===== src/rtl/inst_fetch_if.sv =====
// Fetch-stage bundle: PC register write-back, instruction-memory port, decode handshake, redirect.
// Latency: none (wiring only).
// Backpressure: the ir_valid/ir_ready and imem_req/imem_ack pairs carry all flow control.
interface inst_fetch_if #(
    parameter int AW = 32,
    parameter int IW = 32
);
    logic [AW-1:0] pc_in;
    logic          PCWre;
    logic [AW-1:0] PCin;
    logic          imem_req;
    logic [AW-1:0] imem_addr;
    logic          imem_ack;
    logic [IW-1:0] imem_rdata;
    logic          ir_valid;
    logic          ir_ready;
    logic [IW-1:0] ir_data;
    logic [AW-1:0] ir_pc;
    logic          branch_taken;
    logic [AW-1:0] branch_target;
    logic          fetch_fault;

    // Fetch unit side
    modport master (
        input  pc_in, imem_ack, imem_rdata, ir_ready, branch_taken, branch_target,
        output PCWre, PCin, imem_req, imem_addr, ir_valid, ir_data, ir_pc, fetch_fault
    );

    // PC register / IMEM / decode / execute side
    modport slave (
        output pc_in, imem_ack, imem_rdata, ir_ready, branch_taken, branch_target,
        input  PCWre, PCin, imem_req, imem_addr, ir_valid, ir_data, ir_pc, fetch_fault
    );
endinterface


===== src/rtl/inst_fetch.sv =====
// Instruction fetch: reads the PC, fetches one word from IMEM, hands it to decode, writes next PC.
// Latency: one instruction per 3 cycles with a 1-cycle ack; all outputs registered.
// Backpressure: holds ir_data/ir_pc until decode handshakes; no new fetch while an instruction waits.
module inst_fetch #(
    parameter int AW   = 32,
    parameter int IW   = 32,
    parameter int STEP = 4
) (
    input  logic clk,
    input  logic reset,
    inst_fetch_if.master bus
);

    localparam logic [2:0] IDLE   = 3'd0;
    localparam logic [2:0] FETCH  = 3'd1;
    localparam logic [2:0] HOLD   = 3'd2;
    localparam logic [2:0] DRAIN  = 3'd3;
    localparam logic [2:0] SETTLE = 3'd4;
    localparam logic [2:0] FAULT  = 3'd5;

    logic [2:0]    state;
    logic [AW-1:0] addr_q;
    logic          go_entry;
    logic          misaligned;

    // Decide when a new fetch may start. pc_in is only trusted once the PC register
    // has absorbed any PCWre pulse, so entry is held off while PCWre is high; after a
    // redirect this makes SETTLE cover the pulse cycle plus the absorb cycle.
    always_comb begin
        go_entry   = 1'b0;
        misaligned = (bus.pc_in[1:0] != 2'b00);
        case (state)
            IDLE:    go_entry = 1'b1;
            SETTLE:  go_entry = !bus.PCWre;
            HOLD:    go_entry = bus.ir_ready && !bus.PCWre;
            default: go_entry = 1'b0;
        endcase
    end

    // Fetch FSM and all registered outputs; a redirect outranks every other event.
    always_ff @(posedge clk or posedge reset) begin
        if (reset) begin
            state         <= IDLE;
            addr_q        <= '0;
            bus.PCWre     <= 1'b0;
            bus.PCin      <= '0;
            bus.imem_req  <= 1'b0;
            bus.imem_addr <= '0;
            bus.ir_valid  <= 1'b0;
            bus.ir_data   <= '0;
            bus.ir_pc     <= '0;
            bus.fetch_fault <= 1'b0;
        end else begin
            bus.PCWre <= 1'b0;
            if (bus.branch_taken && state != IDLE) begin
                // Redirect: write the target, flush any held instruction, clear a fault.
                bus.PCWre       <= 1'b1;
                bus.PCin        <= bus.branch_target;
                bus.ir_valid    <= 1'b0;
                bus.fetch_fault <= 1'b0;
                if (state == FETCH || state == DRAIN) begin
                    if (bus.imem_ack) begin
                        // Memory finished this cycle; its data is dropped.
                        bus.imem_req <= 1'b0;
                        state        <= SETTLE;
                    end else begin
                        // Memory still busy; keep the request stable until it completes.
                        state <= DRAIN;
                    end
                end else begin
                    state <= SETTLE;
                end
            end else if (go_entry) begin
                bus.ir_valid <= 1'b0;
                if (misaligned) begin
                    bus.fetch_fault <= 1'b1;
                    state           <= FAULT;
                end else begin
                    addr_q        <= bus.pc_in;
                    bus.imem_addr <= bus.pc_in;
                    bus.imem_req  <= 1'b1;
                    state         <= FETCH;
                end
            end else begin
                case (state)
                    FETCH: begin
                        if (bus.imem_ack) begin
                            bus.ir_data  <= bus.imem_rdata;
                            bus.ir_pc    <= addr_q;
                            bus.ir_valid <= 1'b1;
                            bus.PCWre    <= 1'b1;
                            bus.PCin     <= addr_q + AW'(STEP);
                            bus.imem_req <= 1'b0;
                            state        <= HOLD;
                        end
                    end
                    DRAIN: begin
                        if (bus.imem_ack) begin
                            bus.imem_req <= 1'b0;
                            state        <= SETTLE;
                        end
                    end
                    default: begin
                    end
                endcase
            end
        end
    end

endmodule


===== src/flat_wrapper.sv =====
// flat-port wrapper written by rule: the top's interface ports become plain ports
module inst_fetch_flat 
#(
    parameter int AW   = 32,
    parameter int IW   = 32,
    parameter int STEP = 4
)
  (clk, reset, bus_pc_in, bus_imem_ack, bus_imem_rdata, bus_ir_ready, bus_branch_taken, bus_branch_target, bus_PCWre, bus_PCin, bus_imem_req, bus_imem_addr, bus_ir_valid, bus_ir_data, bus_ir_pc, bus_fetch_fault);
  inst_fetch_if #(.AW(AW), .IW(IW)) bus_i ();
  input  logic clk;
  input  logic reset;
  input wire logic [$bits(bus_i.pc_in)-1:0] bus_pc_in;
  input wire logic [$bits(bus_i.imem_ack)-1:0] bus_imem_ack;
  input wire logic [$bits(bus_i.imem_rdata)-1:0] bus_imem_rdata;
  input wire logic [$bits(bus_i.ir_ready)-1:0] bus_ir_ready;
  input wire logic [$bits(bus_i.branch_taken)-1:0] bus_branch_taken;
  input wire logic [$bits(bus_i.branch_target)-1:0] bus_branch_target;
  output wire logic [$bits(bus_i.PCWre)-1:0] bus_PCWre;
  output wire logic [$bits(bus_i.PCin)-1:0] bus_PCin;
  output wire logic [$bits(bus_i.imem_req)-1:0] bus_imem_req;
  output wire logic [$bits(bus_i.imem_addr)-1:0] bus_imem_addr;
  output wire logic [$bits(bus_i.ir_valid)-1:0] bus_ir_valid;
  output wire logic [$bits(bus_i.ir_data)-1:0] bus_ir_data;
  output wire logic [$bits(bus_i.ir_pc)-1:0] bus_ir_pc;
  output wire logic [$bits(bus_i.fetch_fault)-1:0] bus_fetch_fault;
  assign bus_i.pc_in = bus_pc_in;
  assign bus_i.imem_ack = bus_imem_ack;
  assign bus_i.imem_rdata = bus_imem_rdata;
  assign bus_i.ir_ready = bus_ir_ready;
  assign bus_i.branch_taken = bus_branch_taken;
  assign bus_i.branch_target = bus_branch_target;
  assign bus_PCWre = bus_i.PCWre;
  assign bus_PCin = bus_i.PCin;
  assign bus_imem_req = bus_i.imem_req;
  assign bus_imem_addr = bus_i.imem_addr;
  assign bus_ir_valid = bus_i.ir_valid;
  assign bus_ir_data = bus_i.ir_data;
  assign bus_ir_pc = bus_i.ir_pc;
  assign bus_fetch_fault = bus_i.fetch_fault;
  inst_fetch #(.AW(AW), .IW(IW), .STEP(STEP)) u_core (.clk(clk), .reset(reset), .bus(bus_i));
endmodule

===== config.mk =====
export PLATFORM = sky130hd
export DESIGN_NAME = inst_fetch_flat
export DESIGN_NICKNAME = d
export VERILOG_FILES = /design/src/rtl/inst_fetch_if.sv /design/src/rtl/inst_fetch.sv /design/src/flat_wrapper.sv
export SDC_FILE = /design/constraint.sdc
export NUM_CORES = 1
export LEC_CHECK = 0
export CAP_MARGIN = 20
export CELL_PAD_IN_SITES_DETAIL_PLACEMENT = 1
export CELL_PAD_IN_SITES_GLOBAL_PLACEMENT = 1
export CORE_MARGIN = 2
export CORE_UTILIZATION = 32
export CTS_CLUSTER_DIAMETER = 150
export CTS_CLUSTER_SIZE = 12
export DETAILED_ROUTE_END_ITERATION = 10
export PLACE_DENSITY_LB_ADDON = 0.1
export SYNTH_ARGS = -nofsm -noshare
export SYNTH_HDL_FRONTEND = slang
export SYNTH_SLANG_ARGS = --single-unit
export TNS_END_PERCENT = 20

===== constraint.sdc =====
create_clock -name clk -period 5.2 [get_ports clk]
set_input_delay 0.52 -clock clk [delete_from_list [all_inputs] [get_ports clk]]
set_output_delay 0.52 -clock clk [all_outputs]
set_load 0.05 [all_outputs]

* Word-level counts from Yosys, hierarchy flattened
Index checks and enable logic that the tools add are counted.
** Word-level totals
- Flip-flop bits (word level) :: 135
- Latch bits :: 0
- Bits in writable memories :: 0
- ROM bits :: 0
- Input port bits :: 101
- Output and inout bits :: 132
- Memories kept :: 0
** Cells by class
- Add/subtract/negate cells :: 1
- Multiply operators :: 0
- Divide/modulo/power cells :: 0
- Order comparisons :: 0
- Equal/unequal tests :: 9
- Shifts and indexed selects :: 0
- Mux-type cells :: 30
- Bitwise operators :: 3
- Reductions and logical operators :: 23
** Operators by type and width (number)
- 32-bit two-way mux :: 4
- 32-bit by 3-bit adder with 32-bit output, second input constant :: 1
- 3-bit two-way mux :: 7
- 1-bit two-way mux :: 17
- 3-bit AND reduction :: 4
- 3-bit nonzero test :: 4
- 2-bit nonzero test :: 5
- 4-bit by 2-bit inequality test with 1-bit output, second input constant :: 2
- 3-bit by 2-bit equality test with 1-bit output, second input constant :: 2
- 3-bit case mux with 2 select lines :: 1
- 2-bit inequality test, second input constant :: 2
- 2-bit AND reduction :: 2
- 4-bit AND reduction :: 1
- 4-bit nonzero test :: 1
- 3-bit by 1-bit equality test with 1-bit output, second input constant :: 1
- 3-bit equality test, second input constant :: 1
- 3-bit logical NOT :: 1
- 3-bit inequality test, second input constant :: 1
- 1-bit NOT :: 3
- 1-bit case mux with 3 select lines :: 1
- 1-bit logical AND :: 2
- 2-bit OR reduction :: 1
- 1-bit logical NOT :: 1
- 1-bit logical OR :: 1

* Logic depth before layout (Yosys ltp)
- Depth after elaboration :: 5
- Gate-level depth with buffers :: 8

* Worst setup path before layout
No wires, ideal clock.
- Kind :: flip-flop to flip-flop
- From :: register u_core.addr_q[7]
- To :: register u_core.bus.PCin[17]
- Setup time :: 0.065 ns
- Data arrival time :: 2.238 ns
- Path slack :: 2.897 ns
- Stages on the path, launching flop included :: 7
- Buffers on the path :: 1
- Cell sequence :: dfrtp_1 nand4_2 or4_1 buf_2 or3_1 a32oi_1 a21o_1
** Between the ends
- Word-level cells in the longest chain between the ends :: 5
** Ends and longest elaborated chain
- from (decl) :: RTL line inst_fetch.sv:22 : logic [AW-1:0] addr_q;
- from (signal assigned) :: RTL line inst_fetch.sv:79 : addr_q <= bus.pc_in;
- 32-bit by 3-bit adder with 32-bit output :: RTL line inst_fetch.sv:92 : bus.PCin <= addr_q + AW'(STEP);
- 32-bit two-way mux :: RTL line inst_fetch.sv:87 : if (bus.imem_ack) begin
- 32-bit two-way mux :: RTL line inst_fetch.sv:85 : case (state)
- 32-bit two-way mux :: RTL line inst_fetch.sv:73 : end else if (go_entry) begin
- 32-bit two-way mux :: RTL line inst_fetch.sv:55 : if (bus.branch_taken && state != IDLE) begin
- to (signal assigned) :: RTL line inst_fetch.sv:58 : bus.PCin <= bus.branch_target;
- to (signal assigned) :: RTL line inst_fetch.sv:92
- to (decl) :: RTL line inst_fetch_if.sv:26 : output PCWre, PCin, imem_req, imem_addr, ir_valid, ir_data, ir_pc, fetch_fault
Every way passes these cells. The select of a mux whose other input is x is not followed.
A chain may end at the register's enable or synchronous reset.

* Worst setup path after layout
- From :: register u_core.state[2]
- To :: register u_core.addr_q[31]
** Between the ends
- Word-level cells in the longest chain between the ends :: 4
- Elaborated cells on any way between the ends :: 8
- Classes of those cells :: 2 x eq/ne; 1 x mux; 1 x bitwise; 4 x reduce/logical
** Ends and longest elaborated chain
- from (decl) :: RTL line inst_fetch.sv:21 : logic [2:0] state;
- from (signal assigned) :: RTL line inst_fetch.sv:43 : state <= IDLE;
- from (signal assigned) :: RTL line inst_fetch.sv:65 : state <= SETTLE;
- from (signal assigned) :: RTL line inst_fetch.sv:68 : state <= DRAIN;
- branches (longest 3 deep; another with 3-bit by 2-bit equality test with 1-bit output)
- 3-bit AND reduction (no line) *
Mark *: on every way between the ends.

==> impl_metrics.csv <==
group,metric,value,unit
sta,skew,0.00889,ns
floorplanning,dieHeight,140,microns
synthesis,synthMuxAreaShare,7.54,%
floorplanning,io_pins,233,
cts,cts_buffers,17,
finish,fill_cells,1970,
sta,setup_tns,0,ns
setup_path,regToRegEndpoint,"u_core.addr_q[31]",
sta,max_freq,0.372,GHz
synthesis,ys_seq_area_share,56.7,%
cts,clkLatencyLatePin,0.42,ns
min_path,min_to,"u_core.bus.ir_data[15]",
floorplanning,die_x,140,microns
floorplanning,start_util,32.9,%
grt,grt_pass1_vias,5580,
power_and_ir_drop,leakage,4.10,nW
drt,via_per_inst,4.94,
grt,grt_max_degree,99,
setup_path,rr_worst_depth,5,
synthesis,synthAdderAreaFrac,0.210,%
grt,antenna_found_initial,1,
job,max_cap_viol_count,0,
synthesis,yosys_register_bits,135,
min_path,holdCritPathClass,"reg -> reg",
synthesis,synthDistinctLibCells,50,
cts,cts_resized,0,
drt,drc,0,
sta,hold_violations,0,
synthesis,avgSynthCellArea,10.0,sq um
synthesis,synth_top_family_by_area,"simple AND/OR/NAND/NOR gates",
setup_path,cp_max_fo,33,
cts,clock-sinks,135,
sta,tightest_slew,1.09,ns
min_path,whs_path_depth,2,
cts,tritoncts,"done",
outcome,status,"finished, final reports clean",
power_and_ir_drop,power_density,746,nW/um^2
cts,clkTransAtPathRegs,0.06,ns
sta,period_share,51.8,%
drt,dr.pass1.iters,4,
setup_path,r2r_start,"u_core.state[2]",
drt,wire_per_inst,18.6,microns
grt,grt_overflow,0,
synthesis,synthArstFlopShare,100,%
setup_path,required,5.50,ns
finish,fin_nets,918,
sta,fin_hold_ws,0.477,ns
floorplanning,core,18100,sq um
cts,hold_buffers,0,
drt,vias,5228,
sta,layout_min_cycle_time,2.69,ns
drt,ant_nets,0,
placement,dp_cells,1026,
finish,area_growth,53.3,%
grt,grt_pass1_wl,31.3,mm
synthesis,ys.flop_type,"dfrtp_1",
finish,fin_cells,1058,
sta,setup_viol,0,
synthesis,synth-edff-count,0,
synthesis,synthCells,594,
synthesis,synth-xor-area-share,3.53,%
synthesis,syn-cell-area,5960,sq um
setup_path,worstSetupPathType,"reg -> reg",
synthesis,synth_compound_area_share,8.23,%
finish,fin_util,50.5,%
power_and_ir_drop,design_power_total,6.81,mW
sta,rsz0062_at_grt,"no",
cts,cts_setup_buffers,0,
floorplanning,rows,49,
synthesis,synth-simple-area-share,20.7,%
drt,drtIter0Drc,169,
sta,slew_violations,0,
sta,relSlewSlack,27.2,%
placement,numPortBuffers,232,
drt,wl,19.7,mm
grt,grt.total_usage,20.5,%
min_path,holdCritStartpoint,"u_core.bus.ir_data[15]",
setup_path,worstPathArrival,2.99,ns
cts,cts_max_path_buffers,2,
power_and_ir_drop,vdd_ir_drop_max,0.000521,V
cts,root_buffer,"clkbuf_16",
synthesis,ys_warn_count,0,
setup_path,start_kind,"register",
setup_path,worstSetupEndpointType,"register",
placement,hpwl,14.0,mm
synthesis,syn-num-nets,696,
cts,cts_max_level,4,
setup_path,reg2reg_setup_slack,2.51,ns
floorplanning,die_area,19700,sq um
finish,drive_above_1_share,9.18,%
placement,routabilityCongestion,0.789,
## cells by family after synthesis
kind of cell	count (synthesis)
AOI/OAI and AO/OA	78
muxes	31
xor gates and xnor gates	24
adders and majority gates	1
DFF	135
and+or+nand+nor	285
buffers and inverters	40
## per-stage QoR
stage | setup WS (ns) | cell area, sq um
6_report | 2.51 | 9130
5_1_grt | 2.33 | 9130
4_1_cts | 2.50 | 9130
3_5_place_dp | 2.09 | 8470
3_3_place_gp | 2.17 | 8470
2_1_floorplan | 1.07 | 5960
## per-layer routing
| layer | global-route usage, % | part of all wire [%] | up-vias |
|---|---|---|---|
| met1 | 26.0 | 43 | 2616 |
| met5 | 0 | 0 | - |
| li1 | - | - | 2439 |
| met4 | 8.24 | 1.8 | 0 |
| met3 | 5.13 | 5.2 | 22 |
| met2 | 33.6 | 50 | 151 |
## registers in the layout, summed over array words and instances, names as in the netlist
name and flops:
u_core.bus.imem_req 1, u_core.bus.fetch_fault 1, u_core.bus.ir_valid 1, u_core.addr_q 32
u_core.bus.PCin 32, u_core.bus.ir_pc 32, u_core.state 3, u_core.bus.ir_data 32
u_core.bus.PCWre 1
## cell type report
class	instances	area, sq um	share of cell area (%)
well taps	229	287	3.14
diodes	1	2.50	0.0274
flip-flops and latches	135	3380	37.0
clock buffers	20	457	5.00
repair buffers	238	2380	26.1
clock inverters	11	198	2.17
inverters	5	23.8	0.260
multi-input cells	419	2400	26.3
## synth_stat cells (5+ instances only)
master    instances  area, sq um
xnor2_1          10         87.6
nand3_1           6         30.0
nor2_1           19         71.3
a21oi_1          15         75.1
clkbuf_1         26         97.6
nand2_1         219          822
dfrtp_1         135         3380
a31oi_1           5         31.3
a22oi_1          13         97.6
o22ai_1          10         62.6
o21ai_1          16         80.1
nand4_1           8         50.1
mux2_4           27          405
o21ai_0           5         25.0
xor2_1           14          123
## placed cells by master (no fill, tap or decap), drive strengths merged, types with 2 or more instances in the layout
master / synthesis / routed
clkdlybuf4s50: 0 / 232
nand2: 219 / 219
dfrtp: 135 / 135
mux2: 30 / 30
o21ai: 21 / 21
clkbuf: 26 / 20
nor2: 19 / 19
a21oi: 15 / 15
xor2: 14 / 14
a22oi: 13 / 13
o22ai: 10 / 10
xnor2: 10 / 10
nand4: 9 / 9
nand3: 6 / 6
buf: 9 / 6
a31oi: 5 / 5
bufinv: 0 / 5
nor4: 5 / 5
clkinv: 0 / 5
inv: 5 / 5
nor3: 4 / 4
and2: 4 / 4
and4: 4 / 4
and3: 3 / 3
or3: 3 / 3
nand2b: 2 / 2
nor4b: 2 / 2
a21o: 2 / 2
o31ai: 2 / 2
o211ai: 2 / 2
## worst max path at each step
stage                      from                  end  slack [ns]  cells after the start
2_1_floorplan             reset     u_core.addr_q[0]        1.07                      1
3_3_place_gp   bus_branch_taken    u_core.addr_q[30]        2.17                      4
3_5_place_dp       bus_imem_ack  u_core.bus.PCin[17]        2.09                      7
4_1_cts         u_core.state[0]    u_core.addr_q[31]        2.50                      4
5_1_grt            bus_imem_ack  u_core.bus.PCin[17]        2.33                      7
6_report        u_core.state[2]    u_core.addr_q[31]        2.51                      5
## critical path, cell delays in order, from the launching register on
cell and delay [ns]:
dfrtp_1 0.48, nand2b_1 0.19, a21o_1 0.23, o31a_1 0.28, or3_2 0.89, mux2_1 0.49
## report_power, final
| part | internal (mW) | switching [mW] |
|---|---|---|
| clock network | 0.876 | 0.464 |
| registers | 1.50 | 0.474 |
| logic | 1.22 | 2.27 |
| total | 3.60 | 3.21 |
Note: power is estimated with default switching activity, not from simulation.
==> RTL change: new RTL, same flow settings <==
`AW` is set to 32 in 3 places; all go to 16.
--- a/src/rtl/inst_fetch_if.sv
+++ b/src/rtl/inst_fetch_if.sv
@@ -2,7 +2,7 @@
 // Latency: none (wiring only).
 // Backpressure: the ir_valid/ir_ready and imem_req/imem_ack pairs carry all flow control.
 interface inst_fetch_if #(
-    parameter int AW = 32,
+    parameter int AW = 16,
     parameter int IW = 32
 );
     logic [AW-1:0] pc_in;
--- a/src/rtl/inst_fetch.sv
+++ b/src/rtl/inst_fetch.sv
@@ -2,7 +2,7 @@
 // Latency: one instruction per 3 cycles with a 1-cycle ack; all outputs registered.
 // Backpressure: holds ir_data/ir_pc until decode handshakes; no new fetch while an instruction waits.
 module inst_fetch #(
-    parameter int AW   = 32,
+    parameter int AW   = 16,
     parameter int IW   = 32,
     parameter int STEP = 4
 ) (
--- a/src/flat_wrapper.sv
+++ b/src/flat_wrapper.sv
@@ -1,7 +1,7 @@
 // flat-port wrapper written by rule: the top's interface ports become plain ports
 module inst_fetch_flat 
 #(
-    parameter int AW   = 32,
+    parameter int AW   = 16,
     parameter int IW   = 32,
     parameter int STEP = 4
 )
Interface: changed (5 resized); port bits go from 233 to 153. No check against the original RTL was run, so the function may have changed too.
==> RTL change against the unedited design <==
  * Wire length down 45%
  * Register-to-register slack improved by 0.25 ns
  * Worst setup slack improved by 0.057 ns
  * Fmax is 2.1% higher
  * Area after synthesis shrank 38%
  * Power fell by 37%
  * Sequential cell count is 48 lower
  * Final area shrank 37%
  * Worst hold slack gained 0.00065 ns
  * Critical path type is now input pin to flip-flop
  * Critical endpoint is now u_core.addr_q[15]
==> RTL change: results (changes against the unedited design) <==
Min path
  • Hold Startpoint: u_core.bus.ir_data[24]
  • WHS Endpoint: u_core.bus.ir_data[24]
  • Hold crit path type: flip-flop to flip-flop

Route
  • DR WL met3: 636 um (-38%)
  • WL/cell: 15.9 um (-15%)
  • WL met1: 4900 um (-42%)
  • Met2 WL: 5160 um (-48%)
  • Iter 0 DRT Violations: 80 (-53%)

Critical path
  • CP Max Fanout: 20 (-39%)
  • Cells on worst reg2reg path: 4 (-1)
  • End of the worst register-to-register path: u_core.addr_q[15]
  • Worst EP arrival: 2.86 ns (-0.13 ns)
  • Max incr delay on CP: 0.82 ns (-0.07 ns)
  • Critical path origin: bus_branch_taken
  • Reg2reg setup slack: 2.76 ns (+0.25 ns)
  • Critical-path top delay cell: a211oi_4

Global routing
  • Largest net degree at the start of global routing: 70 (-29%)
  • Initial antenna violation count: 0 (-1)
  • Total GRT Usage: 18.2% (-2.3 points)
  • Vias in the first global route: 3498 (-37%)
  • First-pass GRT wire length: 18000 um (-43%)

Synthesis
  • Netlist cell types: 42 (-16%)
  • Post-synthesis sequential area ratio: 58.7% (+2.0 points)
  • Syn Nets: 463 (-33%)
  • Post-synth top cells: 158 x nand2_1, 87 x dfrtp_1, 20 x nor2_1
  • Dominant cells by area after synthesis: dfrtp_1 59%, nand2_1 16%, o21ai_0 2.3%

Placed design
  • IO Port Bufs: 152 (-34%)
  • Post-Place Setup Slack: 2.22 ns (+0.132 ns)
  • RD Place Congestion: 0.730 (-7.4%)
  • DP HPWL: 7750 um (-45%)

Status
  • Outcome: finished clean

Cells and area
  • N_diodes: 0 (-1)
  • Share of cells above drive strength 1: 5.89% (-3.3 points)
  • Nets: 608 (-34%)

Pwr
  • VDD IR max: 0.318 mV (-39%)
  • Psw: 0.00204 W (-36%)
  • Leak: 2.60 nW (-37%)

STA
  • Slew margin rel.: 37.0% (+9.8 points)
  • Hold Worst Slack: 0.477 ns (+0.000649 ns)
  • Final Skew: 0.00582 ns (-0.00307 ns)

Clocking
  • Post-CTS resize count: 0 (unchanged)
  • Num CTS Buffers: 9 (-8)
  • Worst skew pair latency: 0.34 ns (-0.08 ns)
==> RTL change: through the flow <==
| stage | cells | total power (W) | instance area [sq um] |
|---|---|---|---|
| floorplan | 393 | 0.00273 | 3710 |
| global placement | 667 | 0.00351 | 5320 |
| detailed placement | 668 | 0.00357 | 5350 |
| CTS | 684 | 0.00433 | 5690 |
| global route | 686 | 0.00452 | 5720 |
| finish | 686 | 0.00428 | 5720 |
==> RTL change: worst max-delay path by stage <==
| stage | end | slack (ns) | cells past startpoint |
|---|---|---|---|
| 3_5_place_dp | u_core.addr_q[15] | 2.22 | 4 |
| 5_1_grt | u_core.addr_q[15] | 2.45 | 4 |
| 2_1_floorplan | u_core.addr_q[0] | 2.43 | 1 |
| 3_3_place_gp | u_core.addr_q[15] | 2.32 | 4 |
| 6_report | u_core.addr_q[15] | 2.56 | 4 |
| 4_1_cts | u_core.addr_q[15] | 2.56 | 4 |
==> RTL change: metal layers <==
metal	global-route usage [%]	vias up
li1	-	1560
met1	23.8	1579
met2	28.8	93
met3	5.01	14
met4	6.83	0
met5	0	-
==> RTL change: logic make-up after synthesis <==
kind of cell / after synthesis / share of synthesized area [%]
adders and majority gates: 1 / 0.337
DFF: 87 / 58.7
AOI/OAI and AO/OA: 50 / 8.54
and+or+nand+nor: 202 / 22.0
buffers and inverters: 29 / 3.95
xor gates and xnor gates: 11 / 2.60
muxes: 13 / 3.88
==> RTL change: tightest hold or removal path: stages (launching register included) <==
cell	delay, ns
dfrtp_1	0.34
nand2_1	0.05
nand2_1	0.05
==> RTL change: area by class of cell <==
class                           count  area, sq um
Clock buffer                       13          250
Clock inverter                      3         90.1
Fill cell                        1289         5650
Inverter                            6         25.0
Multi-Input combinational cell    277         1410
Sequential cell                    87         2180
Tap cell                          143          179
Timing Repair Buffer              157         1590
==> RTL change: power by group through the flow <==
| stage | clock [W] | sequential, W | combinational (W) |
|---|---|---|---|
| 2_1_floorplan | 0 | 0.00219 | 0.000538 |
| 3_5_place_dp | 0 | 0.00125 | 0.00232 |
| 6_report | 0.000739 | 0.00123 | 0.00231 |
| 5_1_grt | 0.000795 | 0.00128 | 0.00244 |
| 3_3_place_gp | 0 | 0.00123 | 0.00228 |
| 4_1_cts | 0.000761 | 0.00124 | 0.00233 |
